$ cat src/rtl/i8284_pkg.sv
// Shared definitions for the i8088 breadboard clock/ready logic.
// The state encoding and CLK_IN:CPU-clock ratio are common to the clock generator and ready controller.
package i8284_pkg;

    typedef enum logic [1:0] {
        IDLE = 2'd0,
        WAIT = 2'd1,
        EXT  = 2'd2,
        DONE = 2'd3
    } state_t;

    localparam int WS_W_DEF  = 3;
    localparam int CLK_RATIO = 3;

    // Programmed wait count, truncated to the counter width.
    function automatic logic [WS_W_DEF-1:0] ws_trunc(input int ws);
        return WS_W_DEF'(ws);
    endfunction

endpackage

$ cat src/rtl/rdy_sync.sv
// Two-flop synchroniser for an asynchronous ready input.
// The reset is asynchronous and active-high, and it clears both flops.
module rdy_sync (
    input  logic clk,
    input  logic rst,
    input  logic d,
    output logic q
);

    logic meta;

    always_ff @(posedge clk or posedge rst) begin
        if (rst) begin
            meta <= 1'b0;
            q    <= 1'b0;
        end else begin
            meta <= d;
            q    <= meta;
        end
    end

endmodule

$ cat src/rtl/i8284_rdy_ctrl.sv
// Wait-state and READY sequencer for the i8088. State advances only on CLK_PH edges.
// Optional watchdog: define RDY_TIMEOUT_EN to force completion after TMO CPU clocks and flag BUS_ERR.
module i8284_rdy_ctrl
    import i8284_pkg::*;
#(
    parameter int WS_W = WS_W_DEF,
    parameter int WS0  = 0,
    parameter int WS1  = 2,
    parameter int TMO  = 15
) (
    input  logic CLK_IN,
    input  logic RST,
    input  logic CLK_PH,
    input  logic BUS_START,
    input  logic SEL,
    input  logic RDY1,
    input  logic AEN1N,
    input  logic RDY2,
    input  logic AEN2N,
    output logic READY,
    output logic BUSY,
    output logic BUS_ERR
);

    localparam logic [WS_W-1:0] WS0_T = WS_W'(WS0);
    localparam logic [WS_W-1:0] WS1_T = WS_W'(WS1);

    state_t          state;
    logic [WS_W-1:0] cnt;
    logic [WS_W-1:0] ws_load;
    logic            rdy1_s;
    logic            rdy2_s;
    logic            ext_rdy;
    logic            tmo_hit;

    rdy_sync u_sync1 (
        .clk (CLK_IN),
        .rst (RST),
        .d   (RDY1),
        .q   (rdy1_s)
    );

    rdy_sync u_sync2 (
        .clk (CLK_IN),
        .rst (RST),
        .d   (RDY2),
        .q   (rdy2_s)
    );

    // With both sources disabled, only the programmed waits apply.
    assign ext_rdy = (AEN1N & AEN2N) | (rdy1_s & ~AEN1N) | (rdy2_s & ~AEN2N);

    // SEL is consumed only here, so the count register doubles as its latch.
    assign ws_load = SEL ? WS1_T : WS0_T;

`ifdef RDY_TIMEOUT_EN
    localparam int TMO_W = (TMO < 1) ? 1 : $clog2(TMO + 1);

    logic [TMO_W-1:0] tmo_cnt;
    logic             bus_err_q;

    // Fires on the CPU clock whose increment would make the count reach TMO.
    assign tmo_hit = (tmo_cnt == TMO_W'(TMO - 1));
    assign BUS_ERR = bus_err_q;
`else
    assign tmo_hit = 1'b0;
    assign BUS_ERR = 1'b0;
`endif

    always_ff @(posedge CLK_IN or posedge RST) begin
        if (RST) begin
            state <= IDLE;
            cnt   <= '0;
            READY <= 1'b1;
            BUSY  <= 1'b0;
`ifdef RDY_TIMEOUT_EN
            tmo_cnt   <= '0;
            bus_err_q <= 1'b0;
`endif
        end else if (CLK_PH) begin
            case (state)
                IDLE: begin
                    READY <= 1'b1;
                    BUSY  <= 1'b0;
                    if (BUS_START) begin
                        BUSY <= 1'b1;
                        cnt  <= ws_load;
`ifdef RDY_TIMEOUT_EN
                        tmo_cnt <= '0;
`endif
                        if (ws_load == '0 && ext_rdy) begin
                            state <= DONE;
                        end else if (ws_load == '0) begin
                            state <= EXT;
                            READY <= 1'b0;
                        end else begin
                            state <= WAIT;
                            READY <= 1'b0;
                        end
                    end
                end

                WAIT: begin
                    if (tmo_hit) begin
                        state <= DONE;
                        READY <= 1'b1;
`ifdef RDY_TIMEOUT_EN
                        bus_err_q <= 1'b1;
`endif
                    end else begin
                        cnt <= cnt - 1'b1;
                        if (cnt == WS_W'(1)) begin
                            state <= EXT;
                        end
`ifdef RDY_TIMEOUT_EN
                        tmo_cnt <= tmo_cnt + 1'b1;
`endif
                    end
                end

                // A ready arriving together with watchdog expiry wins.
                EXT: begin
                    if (ext_rdy) begin
                        state <= DONE;
                        READY <= 1'b1;
                    end else if (tmo_hit) begin
                        state <= DONE;
                        READY <= 1'b1;
`ifdef RDY_TIMEOUT_EN
                        bus_err_q <= 1'b1;
`endif
                    end else begin
`ifdef RDY_TIMEOUT_EN
                        tmo_cnt <= tmo_cnt + 1'b1;
`endif
                    end
                end

                DONE: begin
                    state <= IDLE;
                    READY <= 1'b1;
                    BUSY  <= 1'b0;
`ifdef RDY_TIMEOUT_EN
                    bus_err_q <= 1'b0;
`endif
                end

                default: begin
                    state <= IDLE;
                    READY <= 1'b1;
                    BUSY  <= 1'b0;
                end
            endcase
        end
    end

endmodule

$ cat config.mk
export PLATFORM = sky130hd
export DESIGN_NAME = i8284_rdy_ctrl
export DESIGN_NICKNAME = d
export VERILOG_FILES = /design/src/rtl/i8284_pkg.sv /design/src/rtl/rdy_sync.sv /design/src/rtl/i8284_rdy_ctrl.sv
export SDC_FILE = /design/constraint.sdc
export NUM_CORES = 1
export LEC_CHECK = 0
export ABC_AREA = 1
export CORE_AREA = 2 2 39 41
export CTS_BUF_LIST = sky130_fd_sc_hd__clkbuf_2
export DETAILED_ROUTE_END_ITERATION = 12
export DIE_AREA = 0 0 41 43
export DONT_BUFFER_PORTS = 1
export HOLD_SLACK_MARGIN = 0.03
export PLACE_DENSITY_LB_ADDON = 0.1
export SLEW_MARGIN = 15
export SYNTH_ARGS = -nofsm -noshare
export SYNTH_HDL_FRONTEND = slang
export SYNTH_SLANG_ARGS = --single-unit
$ cat constraint.sdc
create_clock -name CLK_IN -period 2.34 [get_ports CLK_IN]
set_input_delay 0.468 -clock CLK_IN [delete_from_list [all_inputs] [get_ports CLK_IN]]
set_output_delay 0.468 -clock CLK_IN [all_outputs]
set_load 0.01 [all_outputs]
==> key figures, run 1 <==
Synth
  • Adder and majority cell fraction of the synthesized area: 11.7%
  • Synthesized instance count: 78
  • Number of unique standard cell types used by synthesis: 21
  • Net count of the mapped netlist: 93
  • Post-synth design cell area: 639 um^2
  • Share of the yosys chip area belonging to registers: 43.2%
  • Post-synthesis area per instance: 8.20 um^2
  • Simple-gate area share of the yosys netlist: 23.7%
  • Main combinational cell family by area after synthesis: simple AND/OR/NAND/NOR gates
  • Yosys Warn Count: 0
  • Synth Area in Compound Gates: 9.39%
  • Post-synthesis sequential element count: 11
  • Xor/xnor share of the synthesized area: 1.37%
  • Share of synthesized area spent on multiplexers: 0%

Floorplan
  • Cell row count: 14
  • Die Height: approximately 43 um
  • Starting density of the core: 46.2%
  • Die footprint: 0.00176 mm^2
  • Boundary Pins: 12
  • Overall die width: 41 um
  • Core footprint: approximately 0.0014 mm^2

Outcome
  • Run status: finished clean

Timing
  • Peak Freq: 757 MHz
  • Final setup violation count: 0
  • Crit path time final: 1.32 ns
  • Setup ws final: 1.02 ns
  • Total Neg Setup Slack: 0 ns
  • Setup Skew: 0.00279 ns
  • Max Transition Viols Final: 0
  • Count of final hold-check violations: 0
  • Unrepaired setup endpoints after global routing: no
  • Share of the cycle needed by the critical path after routing: 56.4%

Global routing
  • Antenna violations before repair: 0
  • Largest net degree at the start of global routing: 12
  • Wire length of the first global-routing pass: between 1500 and 2000 um
  • Total congestion overflow: 0
  • Number of global-route vias before repair: 402
  • Gr usage total: between 10% and 20%

Critical path
  • Critical path class: flip-flop to flip-flop
  • Number of cells on the worst reg-to-reg path: 8
  • Origin of the critical flop-to-flop path: state[0]$_DFFE_PP0P_
  • Flop2flop setup slack: 1.02 ns
  • Required time of the worst setup path: 2.50 ns
  • CP Max Fanout: 4
  • FF-to-FF End: state[1]$_DFFE_PP0P_
  • Startpoint types: flip-flop
  • Cell-by-cell listing of the critical path: inv_1 -> ha_1 -> nand2_1 -> nand2_2 -> nor2_2 -> nand2_2 -> nand2_1 -> nand2_1
  • Slowest cell delay on critical path: 0.42 ns
  • Arrival time at the worst endpoint: about 1.5 ns
  • Cell repeated most along the worst path: sky130_fd_sc_hd__nand2_1
  • Sort of element at the end of the critical path: flip-flop
  • Library cell contributing the largest single delay on the critical path: sky130_fd_sc_hd__dfrtp_1

Clocking
  • Number of hold buffers added after cts: 0
  • Maximum buffer depth of the clock tree: 2
  • CTS Sinks: 11
  • Number of H-tree levels: 1
  • Clock-pin slew on the worst setup and hold paths: 0.11 ns
  • Clock root buffer: sky130_fd_sc_hd__clkbuf_2
  • Clock tree from TritonCTS: done
  • TritonCTS Buffers: 3
  • Number of gates resized after cts: 0
  • Clock insertion delay at the later pin of the skew report: 0.27 ns
  • Number of post-CTS setup repair buffers: 0

Power and ir drop
  • Power per Cell Area: about 1100 mW/mm^2
  • Combinational power share: 45.5%
  • Portion of total power attributed to the clock network: 14.0%
  • Power share of the sequential group: 40.5%
  • Leak pwr: 0.365 nW
  • NetSw: 0.323 mW
  • Internal power component: 0.428 mW
  • Peak supply drop: 0.000577 V
  • Net switching share of the total power: 43.0%

Routing
  • Number of design-rule violations left by the first detailed-router iteration: 7
  • Drt via density: 4.60
  • Met2 Routed Length: 453 um
  • Met3 Routed Length: 52 um
  • Wire length reported by the detailed router: 996 um
  • Detail Route Antenna Nets: 0
  • Remaining DRCs: 0
  • Vias after detailed routing: roughly 450
  • DR pass1 iterations: 4
  • Detailed-routing wirelength on met1: ~470 um
  • Drt wl/cell: just over 10 um
  • Uppermost metal layer occupied by signal nets: met4

Hold path
  • Classification of the worst-slack hold path: input port to async pin

Place
  • Count of buffers from port buffering: 0
  • Placed cell count: 93
  • Final weighted congestion in routability-driven placement: 0.710
  • Dpl hpwl: around 840 um
  • Post-placement worst setup slack: 1.03 ns

Finish
  • Ratio of cells with drive above 1 in the final layout: 16.0%
  • Cell Count, Final, Fillers Out: 97
  • Area delta synth->final: 5.09%
  • FILL cells: 127
  • Final nets: 97
  • Number of antenna cells inserted: 0

Flow run
  • Max-cap viol count: 0
-- per-stage QoR --
step	total power [mW]	hold slack (ns)	area, um^2	utilization [%]
final	0.751	0.0546	672	48.6
after global routing	0.832	0.0787	672	48.6
after CTS	0.760	0.0618	672	48.6
after detailed placement	0.652	0.339	652	47.1
after global placement	0.656	0.333	652	47.1
after floorplan	0.585	0.320	639	-
-- placed cells by master, fill, tap and decap left out, types with 2 or more instances in the layout --
cell                        n
sky130_fd_sc_hd__dfrtp_1   10
sky130_fd_sc_hd__inv_1     14
sky130_fd_sc_hd__o21ai_0    5
sky130_fd_sc_hd__nand2_1   19
sky130_fd_sc_hd__clkbuf_2   3
sky130_fd_sc_hd__nand2_2    2
sky130_fd_sc_hd__nor2_1     5
sky130_fd_sc_hd__ha_1       6
sky130_fd_sc_hd__nand3_1    4
-- power groups by stage --
stage / clock network, mW / registers [mW] / logic, mW
6_report: 0.105 / 0.304 / 0.341
2_1_floorplan: 0 / 0.297 / 0.288
3_5_place_dp: 0 / 0.308 / 0.343
3_3_place_gp: 0 / 0.306 / 0.349
4_1_cts: 0.109 / 0.304 / 0.347
5_1_grt: 0.121 / 0.311 / 0.400
-- cell families after synthesis --
logic type / count (synthesis)
AND/OR/NAND/NOR: 34
buffers and inverters: 16
flip-flops: 11
AO/OA/AOI/OAI: 9
adder cells (fa/ha/maj): 6
XOR/XNOR: 1
other: 1
-- per-layer routing --
layer / vias up / track usage [%]
met3: 2 / 4.71
li1: 237 / -
met2: 14 / 19.4
met1: 193 / 21.1
met4: 0 / 10.0
met5: - / 0
-- cell usage after synthesis --
library cell | instances | area [um^2]
sky130_fd_sc_hd__o21ai_0 | 5 | 25.0
sky130_fd_sc_hd__nand2_2 | 2 | 12.5
sky130_fd_sc_hd__dfstp_2 | 1 | 26.3
sky130_fd_sc_hd__nand2_1 | 19 | 71.3
sky130_fd_sc_hd__nor2_2 | 1 | 6.26
sky130_fd_sc_hd__conb_1 | 1 | 3.75
sky130_fd_sc_hd__buf_4 | 1 | 7.51
sky130_fd_sc_hd__a21oi_1 | 1 | 5.00
sky130_fd_sc_hd__a21oi_4 | 1 | 16.3
sky130_fd_sc_hd__nor2_1 | 5 | 18.8
sky130_fd_sc_hd__inv_1 | 14 | 52.6
sky130_fd_sc_hd__or2_0 | 1 | 6.26
sky130_fd_sc_hd__or2_2 | 1 | 6.26
sky130_fd_sc_hd__o21ai_1 | 1 | 5.00
sky130_fd_sc_hd__a21oi_2 | 1 | 8.76
sky130_fd_sc_hd__dfrtp_1 | 10 | 250
sky130_fd_sc_hd__xor2_1 | 1 | 8.76
sky130_fd_sc_hd__inv_2 | 1 | 3.75
sky130_fd_sc_hd__ha_1 | 6 | 75.1
sky130_fd_sc_hd__nand3_2 | 1 | 10.0
sky130_fd_sc_hd__nand3_1 | 4 | 20.0
-- registers in the layout, summed over array words and instances, names as in the netlist --
signal and count:
u_sync1.meta 1, state 2, u_sync1.q 1, READY 1, u_sync2.meta 1, u_sync2.q 1, BUSY 1, cnt 3
-- critical path, delay by kind of cell (launching register included) --
| family | cells | cell delay [ns] |
|---|---|---|
| adders and majority gates | 1 | 0.23 |
| DFF | 1 | 0.42 |
| and+or+nand+nor | 6 | 0.49 |
| buffers and inverters | 1 | 0.08 |
-- worst max-delay path by stage --
stage	from	end	slack, ns	cells after the start
6_report	state[0]$_DFFE_PP0P_	state[1]$_DFFE_PP0P_	1.02	8
5_1_grt	state[1]$_DFFE_PP0P_	cnt[2]$_DFFE_PP0P_	0.90	6
4_1_cts	state[0]$_DFFE_PP0P_	state[0]$_DFFE_PP0P_	1.01	8
3_5_place_dp	state[0]$_DFFE_PP0P_	state[0]$_DFFE_PP0P_	1.03	8
3_3_place_gp	state[0]$_DFFE_PP0P_	state[1]$_DFFE_PP0P_	1.02	8
2_1_floorplan	state[0]$_DFFE_PP0P_	state[0]$_DFFE_PP0P_	1.15	8
-- cell type report --
class,count,area (um^2),area share (%)
clock buffers,3,15.0,2.23
clock inverters,1,5.00,0.745
inverters,15,56.3,8.38
multi-input cells,51,299,44.5
flip-flops and latches,11,277,41.2
well taps,16,20.0,2.98
(Power assumes the default switching activity.)
==> run 2: changes to the inputs <==
Clock period 2.34 ns to 1.24 ns, I/O delays scaled along.
==> run 2 against run 1 <==
Highest routed layer unchanged. Register-to-register slack lost 1.0 ns. Power is 130% higher. Clock-buffer cell count rose by 1. Critical path type unchanged. Clock skew is 0.017 ns higher. Sequential share of layout area shrank 5.3 points. Wire length rose by 22%. Combinational power grew to 2.6 times the previous value. The run now ends with negative setup slack left. Non-clock buffer count up 5.
==> key figures, run 2 (same netlist as run 1, synthesis figures left out) <==
Outcome
  • Run status: complete, but fails checks
  • Failing checks: negative setup slack

Timing
  • Peak Freq: 793 MHz (+4.7%)
  • Unrepaired setup endpoints after global routing: yes
  • Share of the cycle needed by the critical path after routing: 102% (+45 points)
  • Max Transition Viols Final: 0 (unchanged)
  • Count of final hold-check violations: 0 (unchanged)
  • Setup Skew: 0.0199 ns (+0.0172 ns)
  • Smallest hold slack: 0.194 ns (+0.140 ns)
  • Final setup violation count: 3 (+3)
  • Crit path time final: 1.26 ns (-0.0588 ns)
  • Setup ws final: -0.0217 ns (-1.04 ns)

Hold path
  • Endpoint, Worst Hold: READY$_DFFE_PP1P_
  • Classification of the worst-slack hold path: input port to flip-flop
  • Number of cells traversed by the worst hold path: 5
  • Critical hold path startpoint: SEL

Floorplan
  • Starting density of the core: 46.2% (unchanged)
  • Cell row count: 14 (unchanged)
  • Boundary Pins: 12 (unchanged)
  • Die footprint: 0.00176 mm^2 (unchanged)
  • Die Height: 43 um (unchanged)
  • Overall die width: 41 um (unchanged)
  • Core footprint: 0.00138 mm^2 (unchanged)

Routing
  • Met3 Routed Length: 52 um (unchanged)
  • DR pass1 iterations: 4 (unchanged)
  • Detail Route Antenna Nets: 0 (unchanged)
  • Drt wl/cell: 11.9 um (+16%)
  • Drt via density: 4.67 (+1.5%)
  • Uppermost metal layer occupied by signal nets: met4
  • Met2 Routed Length: 611 um (+35%)
  • Wire length reported by the detailed router: 1220 um (+22%)
  • Remaining DRCs: 0 (unchanged)
  • Vias after detailed routing: 476 (+6.7%)
  • Number of design-rule violations left by the first detailed-router iteration: 7 (unchanged)
  • Detailed-routing wirelength on met1: 546 um (+15%)

Clocking
  • CTS Sinks: 11 (unchanged)
  • Maximum buffer depth of the clock tree: 2 (unchanged)
  • Number of H-tree levels: 1 (unchanged)
  • Clock-pin slew on the worst setup and hold paths: 0.13 ns (+0.02 ns)
  • Clock tree from TritonCTS: done
  • Clock insertion delay at the later pin of the skew report: 0.27 ns (about the same)
  • TritonCTS Buffers: 3 (unchanged)
  • Clock root buffer: sky130_fd_sc_hd__clkbuf_2

Power and ir drop
  • Net switching share of the total power: 43.3% (+0.26 points)
  • Peak supply drop: 0.000881 V (+53%)
  • NetSw: 0.733 mW (+130%)
  • Power share of the sequential group: 34.5% (-6.0 points)
  • Leak pwr: 0.397 nW (+8.6%)
  • Sum of internal, switching and leakage power: 1.69 mW (+130%)
  • Internal power component: 0.960 mW (+120%)
  • Portion of total power attributed to the clock network: 12.6% (-1.4 points)
  • Power per Cell Area: 2180 mW/mm^2 (+95%)
  • Combinational power share: 52.9% (+7.4 points)

Finish
  • Commonest non-fill, non-tap cell in the layout: sky130_fd_sc_hd__nand2_1
  • Cell Count, Final, Fillers Out: 102 (+5.2%)
  • Number of antenna cells inserted: 0 (unchanged)
  • Register with the most flip-flops: cnt
  • Number of flip-flops under the largest register name: 3 (unchanged)
  • Leading cell types in the layout, fill and taps excluded: sky130_fd_sc_hd__nand2_1 (18), sky130_fd_sc_hd__inv_1 (11), sky130_fd_sc_hd__dfrtp_1 (9)
  • Largest regs: cnt (3), state (2)
  • Final nets: 102 (+5.2%)
  • Ratio of cells with drive above 1 in the final layout: 27.9% (+12 points)
  • FILL cells: 141 (+11%)
  • Final Util: 56.1% (+7.5 points)
  • Area delta synth->final: 21.3%

Critical path
  • Origin of the critical flop-to-flop path: state[1]$_DFFE_PP0P_
  • Flop2flop setup slack: -0.02 ns (-1.04 ns)
  • Sort of element at the end of the critical path: flip-flop
  • CP Max Fanout: 6 (+2)
  • Slowest cell delay on critical path: 0.43 ns (about the same)
  • Library cell contributing the largest single delay on the critical path: sky130_fd_sc_hd__dfrtp_1
  • Arrival time at the worst endpoint: 1.45 ns (-0.03 ns)
  • Critical path class: flip-flop to flip-flop
  • Cell family with the largest share of critical-path delay: flip-flops
  • Cell repeated most along the worst path: sky130_fd_sc_hd__nand2_4
  • Worst Path Buf+Inv: 1 (unchanged)
  • Number of cells on the worst reg-to-reg path: 7 (-1)
  • Startpoint types: flip-flop
  • Cell-by-cell listing of the critical path: inv_2 -> ha_4 -> nand2_4 -> nand2_4 -> a21oi_4 -> nand3_1 -> o21ai_1
  • Required time of the worst setup path: 1.43 ns (-1.07 ns)
  • FF-to-FF End: cnt[0]$_DFFE_PP0P_

Place
  • Final weighted congestion in routability-driven placement: 0.729 (+2.8%)
  • Count of buffers from port buffering: 0 (unchanged)
  • Post-placement worst setup slack: -0.0558 ns (-1.09 ns)
  • Placed cell count: 94 (+1.1%)
  • Dpl hpwl: 822 um (-2.2%)

Global routing
  • Gr usage total: 16.1% (+1.0 points)
  • Antenna violations before repair: 0 (unchanged)
  • Wire length of the first global-routing pass: 1910 um (+11%)
  • Largest net degree at the start of global routing: 12 (unchanged)
  • Number of global-route vias before repair: 472 (+17%)
  • Total congestion overflow: 0 (unchanged)

Flow run
  • Max-cap viol count: 0 (unchanged)
run 2: cell count changes in the layout (fill, tap and decap cells not counted), sizes merged:
cell,before,now
dlygate4sd3,0,3
buf,0,2
clkbuf,3,4
clkinv,1,0
run 2: power by group through the flow:
stage | clock network (mW) | logic (mW) | registers, mW
detailed placement | 0 | 0.666 | 0.582
global route | 0.239 | 1.00 | 0.605
global placement | 0 | 0.675 | 0.581
finish | 0.214 | 0.895 | 0.584
CTS | 0.224 | 0.794 | 0.578
floorplan | 0 | 0.543 | 0.561
run 2: routing by layer:
layer | track usage, % | vias to the layer above
met1 | 20.3 | 210
met4 | 4.00 | 0
met2 | 25.0 | 12
met3 | 6.28 | 2
li1 | - | 252
met5 | 0 | -
run 2: worst register-to-register path, delay by kind of cell, from the launching register on:
family	cells	cell delay (ns)
simple gates	3	0.22
flops	1	0.43
fa+ha+maj	1	0.18
buf+inv	1	0.08
compound gates	2	0.25
run 2: timing repair:
item	CTS	global route
cloned	0	0
gates resized for setup	11	9
endpoints found under the hold margin	12	0
buffers inserted	1	0
setup endpoints to repair	6	6
pin swaps	6	8
hold buffers	3	0
run 2: cell type report:
cell class / count / area, um^2 / share of cell area (%)
Multi-Input combinational cell: 51 / 354 / 45.6
Timing Repair Buffer: 5 / 45.0 / 5.81
Tap cell: 16 / 20.0 / 2.58
Inverter: 15 / 58.8 / 7.58
Clock buffer: 4 / 20.0 / 2.58
Sequential cell: 11 / 278 / 35.8
run 2: worst max-delay path by stage:
| stage | start | to | slack (ns) | depth (start not counted) |
|---|---|---|---|---|
| after global routing | state[1]$_DFFE_PP0P_ | cnt[0]$_DFFE_PP0P_ | -0.11 | 7 |
| final | state[1]$_DFFE_PP0P_ | cnt[0]$_DFFE_PP0P_ | -0.02 | 7 |
| after detailed placement | state[0]$_DFFE_PP0P_ | state[0]$_DFFE_PP0P_ | -0.06 | 8 |
| after global placement | state[0]$_DFFE_PP0P_ | state[0]$_DFFE_PP0P_ | -0.04 | 8 |
| after floorplan | state[0]$_DFFE_PP0P_ | state[0]$_DFFE_PP0P_ | 0.05 | 8 |
| after CTS | state[1]$_DFFE_PP0P_ | state[0]$_DFFE_PP0P_ | -0.004 | 8 |
run 2: through the flow:
stage / setup TNS (ns) / instance area [um^2]
4_1_cts: -0.00437 / 739
2_1_floorplan: 0 / 639
6_report: -0.0364 / 776
3_3_place_gp: -0.0937 / 659
5_1_grt: -0.462 / 776
3_5_place_dp: -0.159 / 659
